$ cat config.mk
export PLATFORM = sky130hd
export DESIGN_NAME = sw_bcd_dncntr_flat
export DESIGN_NICKNAME = d
export VERILOG_FILES = /design/src/rtl/sw_bcd_dncntr_if.sv /design/src/rtl/sw_bcd_dncntr.sv /design/src/flat_wrapper.sv
export SDC_FILE = /design/constraint.sdc
export NUM_CORES = 1
export LEC_CHECK = 0
export BUFFER_PORTS_ARGS = -buffer_cell sky130_fd_sc_hd__buf_2
export CAP_MARGIN = 25
export CORE_MARGIN = 2
export CORE_UTILIZATION = 50
export DETAILED_ROUTE_END_ITERATION = 16
export GPL_ROUTABILITY_DRIVEN = 0
export GPL_TIMING_DRIVEN = 0
export PLACE_DENSITY_LB_ADDON = 0.05
export SKIP_CTS_REPAIR_TIMING = 1
export SLEW_MARGIN = 20
export SYNTH_ARGS = -nofsm -noshare
export SYNTH_HDL_FRONTEND = slang
export SYNTH_SLANG_ARGS = --single-unit
$ cat constraint.sdc
create_clock -name clk1k -period 4.4 [get_ports clk1k]
set_clock_uncertainty 0.1 [all_clocks]
set_input_delay 0.88 -clock clk1k [delete_from_list [all_inputs] [get_ports clk1k]]
set_output_delay 0.88 -clock clk1k [all_outputs]
set_load 0.02 [all_outputs]
$ cat src/rtl/sw_bcd_dncntr_if.sv
// Control/data bundle for the two-digit BCD down-counter.
//   en     : count tick, one decrement per cycle while running
//   start  : idle -> run
//   stop   : run -> idle (pause, value held)
//   load   : preset the counter from ldval (clamped), forces idle
//   ldval  : {left digit, right digit} preset value
//   bcd    : current count {left, right}
//   borrow : one-cycle pulse on a decrement from 00
//   zero   : bcd == 00
//   busy   : counter is running
//   done   : one-shot countdown expired
interface sw_bcd_dncntr_if;
    logic       en;
    logic       start;
    logic       stop;
    logic       load;
    logic [7:0] ldval;
    logic [7:0] bcd;
    logic       borrow;
    logic       zero;
    logic       busy;
    logic       done;

    modport master (
        output en, start, stop, load, ldval,
        input  bcd, borrow, zero, busy, done
    );

    modport slave (
        input  en, start, stop, load, ldval,
        output bcd, borrow, zero, busy, done
    );
endinterface

$ cat src/rtl/sw_bcd_dncntr.sv
// Two-digit BCD down-counter for countdown timers. Pairs cascade through
// borrow -> en of the next pair to build mm:ss countdowns.
//   clk1k : 1 kHz clock, all flops on posedge
//   rstn  : synchronous active-low reset
//   bus   : slave side of sw_bcd_dncntr_if (controls in, count/status out)
// Parameters:
//   MAXL/MAXR : value reloaded on wrap, and the upper bound for a load
//   WRAP      : 1 = 00 wraps to {MAXL,MAXR}; 0 = stop at 00 and enter DONE
// All outputs are registered and change together with the count.
module sw_bcd_dncntr #(
    parameter logic [3:0] MAXL = 4'h5,
    parameter logic [3:0] MAXR = 4'h9,
    parameter bit         WRAP = 1'b1
) (
    input  logic           clk1k,
    input  logic           rstn,
    sw_bcd_dncntr_if.slave bus
);

    localparam logic [7:0] MAXV = {MAXL, MAXR};

    typedef enum logic [1:0] {
        IDLE = 2'd0,
        RUN  = 2'd1,
        DONE = 2'd2
    } state_t;

    state_t state;

    // Saturate a preset so the counter never holds a non-BCD digit or a
    // value above the wrap value.
    function automatic logic [7:0] clamp(input logic [7:0] v);
        logic [3:0] l;
        logic [3:0] r;
        l = v[7:4];
        r = (v[3:0] > 4'd9) ? 4'd9 : v[3:0];
        if (l > MAXL || (l == MAXL && r > MAXR))
            return MAXV;
        return {l, r};
    endfunction

    // Non-zero decrement; the 00 case is handled by the caller.
    function automatic logic [7:0] dec(input logic [7:0] v);
        if (v[3:0] != 4'd0)
            return {v[7:4], v[3:0] - 4'd1};
        return {v[7:4] - 4'd1, 4'd9};
    endfunction

    always_ff @(posedge clk1k) begin
        if (!rstn) begin
            state      <= IDLE;
            bus.bcd    <= 8'h00;
            bus.borrow <= 1'b0;
            bus.zero   <= 1'b1;
            bus.busy   <= 1'b0;
            bus.done   <= 1'b0;
        end else begin
            bus.borrow <= 1'b0;
            if (bus.load) begin
                // load wins over everything and leaves any state, DONE included
                state    <= IDLE;
                bus.bcd  <= clamp(bus.ldval);
                bus.zero <= (clamp(bus.ldval) == 8'h00);
                bus.busy <= 1'b0;
                bus.done <= 1'b0;
            end else begin
                case (state)
                    IDLE: begin
                        if (bus.start) begin
                            state    <= RUN;
                            bus.busy <= 1'b1;
                        end
                    end
                    RUN: begin
                        if (bus.stop) begin
                            state    <= IDLE;
                            bus.busy <= 1'b0;
                        end else if (bus.en) begin
                            if (bus.bcd == 8'h00) begin
                                bus.borrow <= 1'b1;
                                if (WRAP) begin
                                    bus.bcd  <= MAXV;
                                    bus.zero <= (MAXV == 8'h00);
                                end else begin
                                    // one-shot: hold 00, wait for a load
                                    state    <= DONE;
                                    bus.busy <= 1'b0;
                                    bus.done <= 1'b1;
                                end
                            end else begin
                                bus.bcd  <= dec(bus.bcd);
                                bus.zero <= (dec(bus.bcd) == 8'h00);
                            end
                        end
                    end
                    DONE: begin
                        // hold until load
                    end
                    default: begin
                        state    <= IDLE;
                        bus.busy <= 1'b0;
                        bus.done <= 1'b0;
                    end
                endcase
            end
        end
    end

endmodule

$ cat src/flat_wrapper.sv
// flat-port wrapper written by rule: the top's interface ports become plain ports
module sw_bcd_dncntr_flat 
#(
    parameter logic [3:0] MAXL = 4'h5,
    parameter logic [3:0] MAXR = 4'h9,
    parameter bit         WRAP = 1'b1
)
  (clk1k, rstn, bus_en, bus_start, bus_stop, bus_load, bus_ldval, bus_bcd, bus_borrow, bus_zero, bus_busy, bus_done);
  sw_bcd_dncntr_if bus_i ();
  input  logic clk1k;
  input  logic rstn;
  input wire logic [$bits(bus_i.en)-1:0] bus_en;
  input wire logic [$bits(bus_i.start)-1:0] bus_start;
  input wire logic [$bits(bus_i.stop)-1:0] bus_stop;
  input wire logic [$bits(bus_i.load)-1:0] bus_load;
  input wire logic [$bits(bus_i.ldval)-1:0] bus_ldval;
  output wire logic [$bits(bus_i.bcd)-1:0] bus_bcd;
  output wire logic [$bits(bus_i.borrow)-1:0] bus_borrow;
  output wire logic [$bits(bus_i.zero)-1:0] bus_zero;
  output wire logic [$bits(bus_i.busy)-1:0] bus_busy;
  output wire logic [$bits(bus_i.done)-1:0] bus_done;
  assign bus_i.en = bus_en;
  assign bus_i.start = bus_start;
  assign bus_i.stop = bus_stop;
  assign bus_i.load = bus_load;
  assign bus_i.ldval = bus_ldval;
  assign bus_bcd = bus_i.bcd;
  assign bus_borrow = bus_i.borrow;
  assign bus_zero = bus_i.zero;
  assign bus_busy = bus_i.busy;
  assign bus_done = bus_i.done;
  sw_bcd_dncntr #(.MAXL(MAXL), .MAXR(MAXR), .WRAP(WRAP)) u_core (.clk1k(clk1k), .rstn(rstn), .bus(bus_i));
endmodule
==> flow_summary.html <==
<table>
<tr><th>Metric</th><th>Value</th></tr>
<tr><th colspan="2">Detailed routing</th></tr>
<tr><td>Total Wirelength</td><td>1.58 mm</td></tr>
<tr><td>Antenna-violating nets left</td><td>0</td></tr>
<tr><td>Violation count after the first detailed-route iteration</td><td>19</td></tr>
<tr><td>Routed wirelength normalized by instance count</td><td>12.4 um</td></tr>
<tr><td>Overall via count from detail_route</td><td>720</td></tr>
<tr><td>Detailed-routing iteration count for the pre-antenna-repair pass</td><td>4</td></tr>
<tr><td>Detailed-route vias per instance</td><td>5.67</td></tr>
<tr><td>DRC violation count after routing</td><td>0</td></tr>
<tr><th colspan="2">Setup path</th></tr>
<tr><td>Crit-path max cell delay</td><td>0.45 ns</td></tr>
<tr><td>Category of the worst setup path capture point</td><td>primary output</td></tr>
<tr><td>Worst r2r src</td><td>u_core.bus.bcd[4]</td></tr>
<tr><td>Top delay family on crit path</td><td>flip-flops</td></tr>
<tr><td>Element type at the critical path start</td><td>register</td></tr>
<tr><td>Critical path data required time</td><td>3.42 ns</td></tr>
<tr><td>Crit path DAT</td><td>0.93 ns</td></tr>
<tr><td>Sum of buffers and inverters on the critical path</td><td>1</td></tr>
<tr><td>Instance count on the critical path</td><td>1</td></tr>
<tr><td>Reg2reg end</td><td>u_core.bus.bcd[4]</td></tr>
<tr><td>Cell with the largest stage delay on the worst path</td><td>dfxtp_1</td></tr>
<tr><td>Setup slack, reg-to-reg</td><td>2.81 ns</td></tr>
<tr><td>Cell breakdown of the critical path</td><td>buf_2</td></tr>
<tr><td>Largest fanout of any net on the critical path</td><td>7</td></tr>
<tr><td>Type of the worst setup path</td><td>register to primary output</td></tr>
<tr><td>Start point of the critical path</td><td>u_core.bus.bcd[0]</td></tr>
<tr><td>Reg2reg path depth</td><td>6</td></tr>
<tr><th colspan="2">Final layout</th></tr>
<tr><td>Post-layout nets</td><td>129</td></tr>
<tr><td>Number of filler cells placed in the layout</td><td>128</td></tr>
<tr><td>Count of placed standard cells in the final layout, fillers left out</td><td>127</td></tr>
<tr><td>Area Overhead vs Synth</td><td>22.8%</td></tr>
<tr><td>Fin area</td><td>862 um2</td></tr>
<tr><td>Fraction of final layout cells sized beyond drive strength 1</td><td>0.321</td></tr>
<tr><td># diodes</td><td>0</td></tr>
<tr><td>Register Area</td><td>220 um2</td></tr>
<tr><td>Multi-input gate area in the final layout</td><td>422 um2</td></tr>
<tr><td>Fraction of the core area covered by cells at the end of the flow</td><td>0.663</td></tr>
<tr><th colspan="2">Clock network</th></tr>
<tr><td>Reg clk slew, reported paths</td><td>0.06 ns</td></tr>
<tr><td>TritonCTS clock tree</td><td>done</td></tr>
<tr><td>Maximum buffer depth of the clock tree</td><td>2</td></tr>
<tr><td># H-tree levels</td><td>1</td></tr>
<tr><td>Clock root cell</td><td>clkbuf_4</td></tr>
<tr><td>Total CTS buffers</td><td>3</td></tr>
<tr><td>Clock insertion delay at the later pin of the skew report</td><td>0.26 ns</td></tr>
<tr><td>Number of clock sinks seen by CTS</td><td>11</td></tr>
<tr><th colspan="2">Die</th></tr>
<tr><td>Core area</td><td>1300 um2</td></tr>
<tr><td>Die footprint</td><td>1720 um2</td></tr>
<tr><td>Site Rows</td><td>13</td></tr>
<tr><td>Die width</td><td>41.5 um</td></tr>
<tr><td>Vertical die dimension</td><td>41.5 um</td></tr>
<tr><td>Initial cell density of the core</td><td>0.539</td></tr>
<tr><td>Number of I/O pins</td><td>26</td></tr>
<tr><th colspan="2">Timing</th></tr>
<tr><td>Setup repair after global routing missed its margin</td><td>false</td></tr>
<tr><td>Final setup violation count</td><td>0</td></tr>
<tr><td>Final Hold Violating Endpoints</td><td>0</td></tr>
<tr><td>Max Fclk</td><td>524 MHz</td></tr>
<tr><td>Number of slew-limit violations in the final report</td><td>0</td></tr>
<tr><td>Total negative slack for setup checks</td><td>0 ns</td></tr>
<tr><td>Fin crit share</td><td>0.434</td></tr>
<tr><td>Fin crit period</td><td>1.91 ns</td></tr>
<tr><td>Final setup slack of the worst path</td><td>2.49 ns</td></tr>
<tr><th colspan="2">Global route</th></tr>
<tr><td>Number of global-route vias before repair</td><td>624</td></tr>
<tr><td>Combined global-route utilization of all metal layers</td><td>0.189</td></tr>
<tr><td>Global-route wire length before repair</td><td>2.57 mm</td></tr>
<tr><td>Sum of overflow across all layers after global routing</td><td>0</td></tr>
<tr><td>Pin count of the biggest net entering global routing</td><td>11</td></tr>
<tr><td>Antenna violations before repair</td><td>0</td></tr>
<tr><th colspan="2">Synth</th></tr>
<tr><td>Number of flops mapped to enable cells by yosys</td><td>0</td></tr>
<tr><td>Cell types with the largest area share after synthesis</td><td>dfxtp_1, mux2i_1, nor2_1</td></tr>
<tr><td>Post-synthesis async set-or-reset flop share</td><td>0</td></tr>
<tr><td>Main flop type after synthesis</td><td>dfxtp_1</td></tr>
<tr><td>Gate Count Post-Synth</td><td>85</td></tr>
<tr><td>Post-synthesis register bit count</td><td>11</td></tr>
<tr><td>Cell type with the highest aggregate area in the netlist</td><td>dfxtp_1</td></tr>
<tr><td>Sequential-to-total area share from yosys stat</td><td>0.314</td></tr>
<tr><td>Mapped Avg Cell Area</td><td>8.26 um2</td></tr>
<tr><td>Most numerous cell in the Yosys netlist</td><td>dfxtp_1</td></tr>
<tr><td>Commonest cells in the synthesized netlist</td><td>dfxtp_1, nor2_1, nand2_1</td></tr>
<tr><td>Yosys warnings</td><td>0</td></tr>
<tr><td>Top-area cell type share of the netlist area</td><td>0.314</td></tr>
<tr><td>Netlist area before placement</td><td>702 um2</td></tr>
<tr><td>Total nets after synthesis</td><td>101</td></tr>
<tr><td>Count of distinct cell types in the synthesized netlist</td><td>39</td></tr>
<tr><th colspan="2">Pwr</th></tr>
<tr><td>Cell Pwr Density</td><td>269 nW/um2</td></tr>
<tr><td>Standby leakage power</td><td>0.390 nW</td></tr>
<tr><td>Part of the power in registers</td><td>0.480</td></tr>
<tr><td>Clock power share</td><td>0.284</td></tr>
<tr><td>Peak supply drop</td><td>0.000230 V</td></tr>
<tr><td>Cell-internal power</td><td>0.163 mW</td></tr>
<tr><td>Proportion of power drawn by combinational gates</td><td>0.236</td></tr>
<tr><td>Net load switching power</td><td>0.0684 mW</td></tr>
<tr><td>Switching share of power</td><td>0.295</td></tr>
<tr><th colspan="2">Hold path</th></tr>
<tr><td>Worst Hold Endpoint</td><td>u_core.bus.bcd[3]</td></tr>
<tr><td>WHS Path Cells</td><td>2</td></tr>
<tr><td>Min-delay worst type</td><td>register to register</td></tr>
<tr><td>Hold Path Origin</td><td>u_core.bus.bcd[3]</td></tr>
<tr><th colspan="2">Placement</th></tr>
<tr><td>Cell count after placement</td><td>123</td></tr>
<tr><td>Setup slack after placement</td><td>2.30 ns</td></tr>
<tr><td>Final HPWL from detailed placement</td><td>1.26 mm</td></tr>
<tr><td>Total cell area at the placement stage</td><td>836 um2</td></tr>
<tr><td>Count of buffers inserted at the top-level ports</td><td>23</td></tr>
<tr><th colspan="2">Flow run</th></tr>
<tr><td>Max cap viols</td><td>0</td></tr>
<tr><th colspan="2">Run status</th></tr>
<tr><td>Status</td><td>finished, final reports clean</td></tr>
</table>
through the flow:
stage	power [mW]	hold slack (ns)
after CTS	0.234	0.423
final	0.232	0.420
after floorplan	0.148	0.449
after global placement	0.167	0.376
after global routing	0.244	0.459
after detailed placement	0.168	0.410
how the worst max path moves through the flow:
stage | slack [ns] | to
floorplan | 2.50 | u_core.bus.zero
global placement | 2.31 | u_core.bus.bcd[4]
detailed placement | 2.30 | u_core.bus.bcd[4]
CTS | 2.49 | bus_bcd[0]
global route | 2.45 | bus_bcd[0]
finish | 2.49 | bus_bcd[0]
layout by cell type (no fill, tap or decap), types with 2 or more instances in the layout:
| cell type | n |
|---|---|
| a21oi_1 | 3 |
| nand3_1 | 3 |
| ha_1 | 2 |
| buf_6 | 2 |
| dfxtp_1 | 11 |
| clkbuf_4 | 3 |
| buf_4 | 2 |
| nor3_1 | 5 |
| nand2_1 | 7 |
| nor2_1 | 8 |
| buf_2 | 23 |
| o21ai_0 | 4 |
| inv_1 | 6 |
| mux2i_1 | 4 |
| a211oi_1 | 2 |
cells by family (layout without fill, tap and decap cells):
| kind of cell | count (synthesis) | in the layout | share of synthesized area |
|---|---|---|---|
| other | 1 | 1 | 0.00534 |
| buffers and inverters | 10 | 37 | 0.0856 |
| and+or+nand+nor | 36 | 36 | 0.289 |
| adders and majority gates | 2 | 2 | 0.0356 |
| AOI/OAI and AO/OA | 20 | 20 | 0.201 |
| muxes | 4 | 4 | 0.0570 |
| DFF | 11 | 11 | 0.314 |
| xor gates and xnor gates | 1 | 1 | 0.0125 |
layer usage:
metal / global-route usage / vias to the layer above / routed length [um]
li1: - / 364 / -
met5: 0 / - / 0
met2: 0.316 / 22 / 791
met4: 0.0194 / 0 / 0
met1: 0.231 / 334 / 708
met3: 0.0826 / 0 / 81
flip-flops by register name (all words and copies together) (netlist names):
signal,flops
u_core.bus.bcd,8
u_core.bus.borrow,1
u_core.bus.busy,1
u_core.bus.zero,1
layout make-up:
class                   count  area share
multi-input cells          64       0.489
flip-flops and latches     11       0.255
repair buffers             23       0.134
plain buffers               4      0.0435
clock buffers               4      0.0305
inverters                   6      0.0261
well taps                  15      0.0218
power groups by stage:
| stage | clock network, mW | registers (mW) | logic (mW) |
|---|---|---|---|
| 6_report | 0.0659 | 0.111 | 0.0546 |
| 5_1_grt | 0.0719 | 0.112 | 0.0600 |
| 3_3_place_gp | 0 | 0.113 | 0.0535 |
| 2_1_floorplan | 0 | 0.119 | 0.0297 |
| 4_1_cts | 0.0683 | 0.111 | 0.0546 |
| 3_5_place_dp | 0 | 0.114 | 0.0542 |
Note: power is estimated with default switching activity, not from simulation.
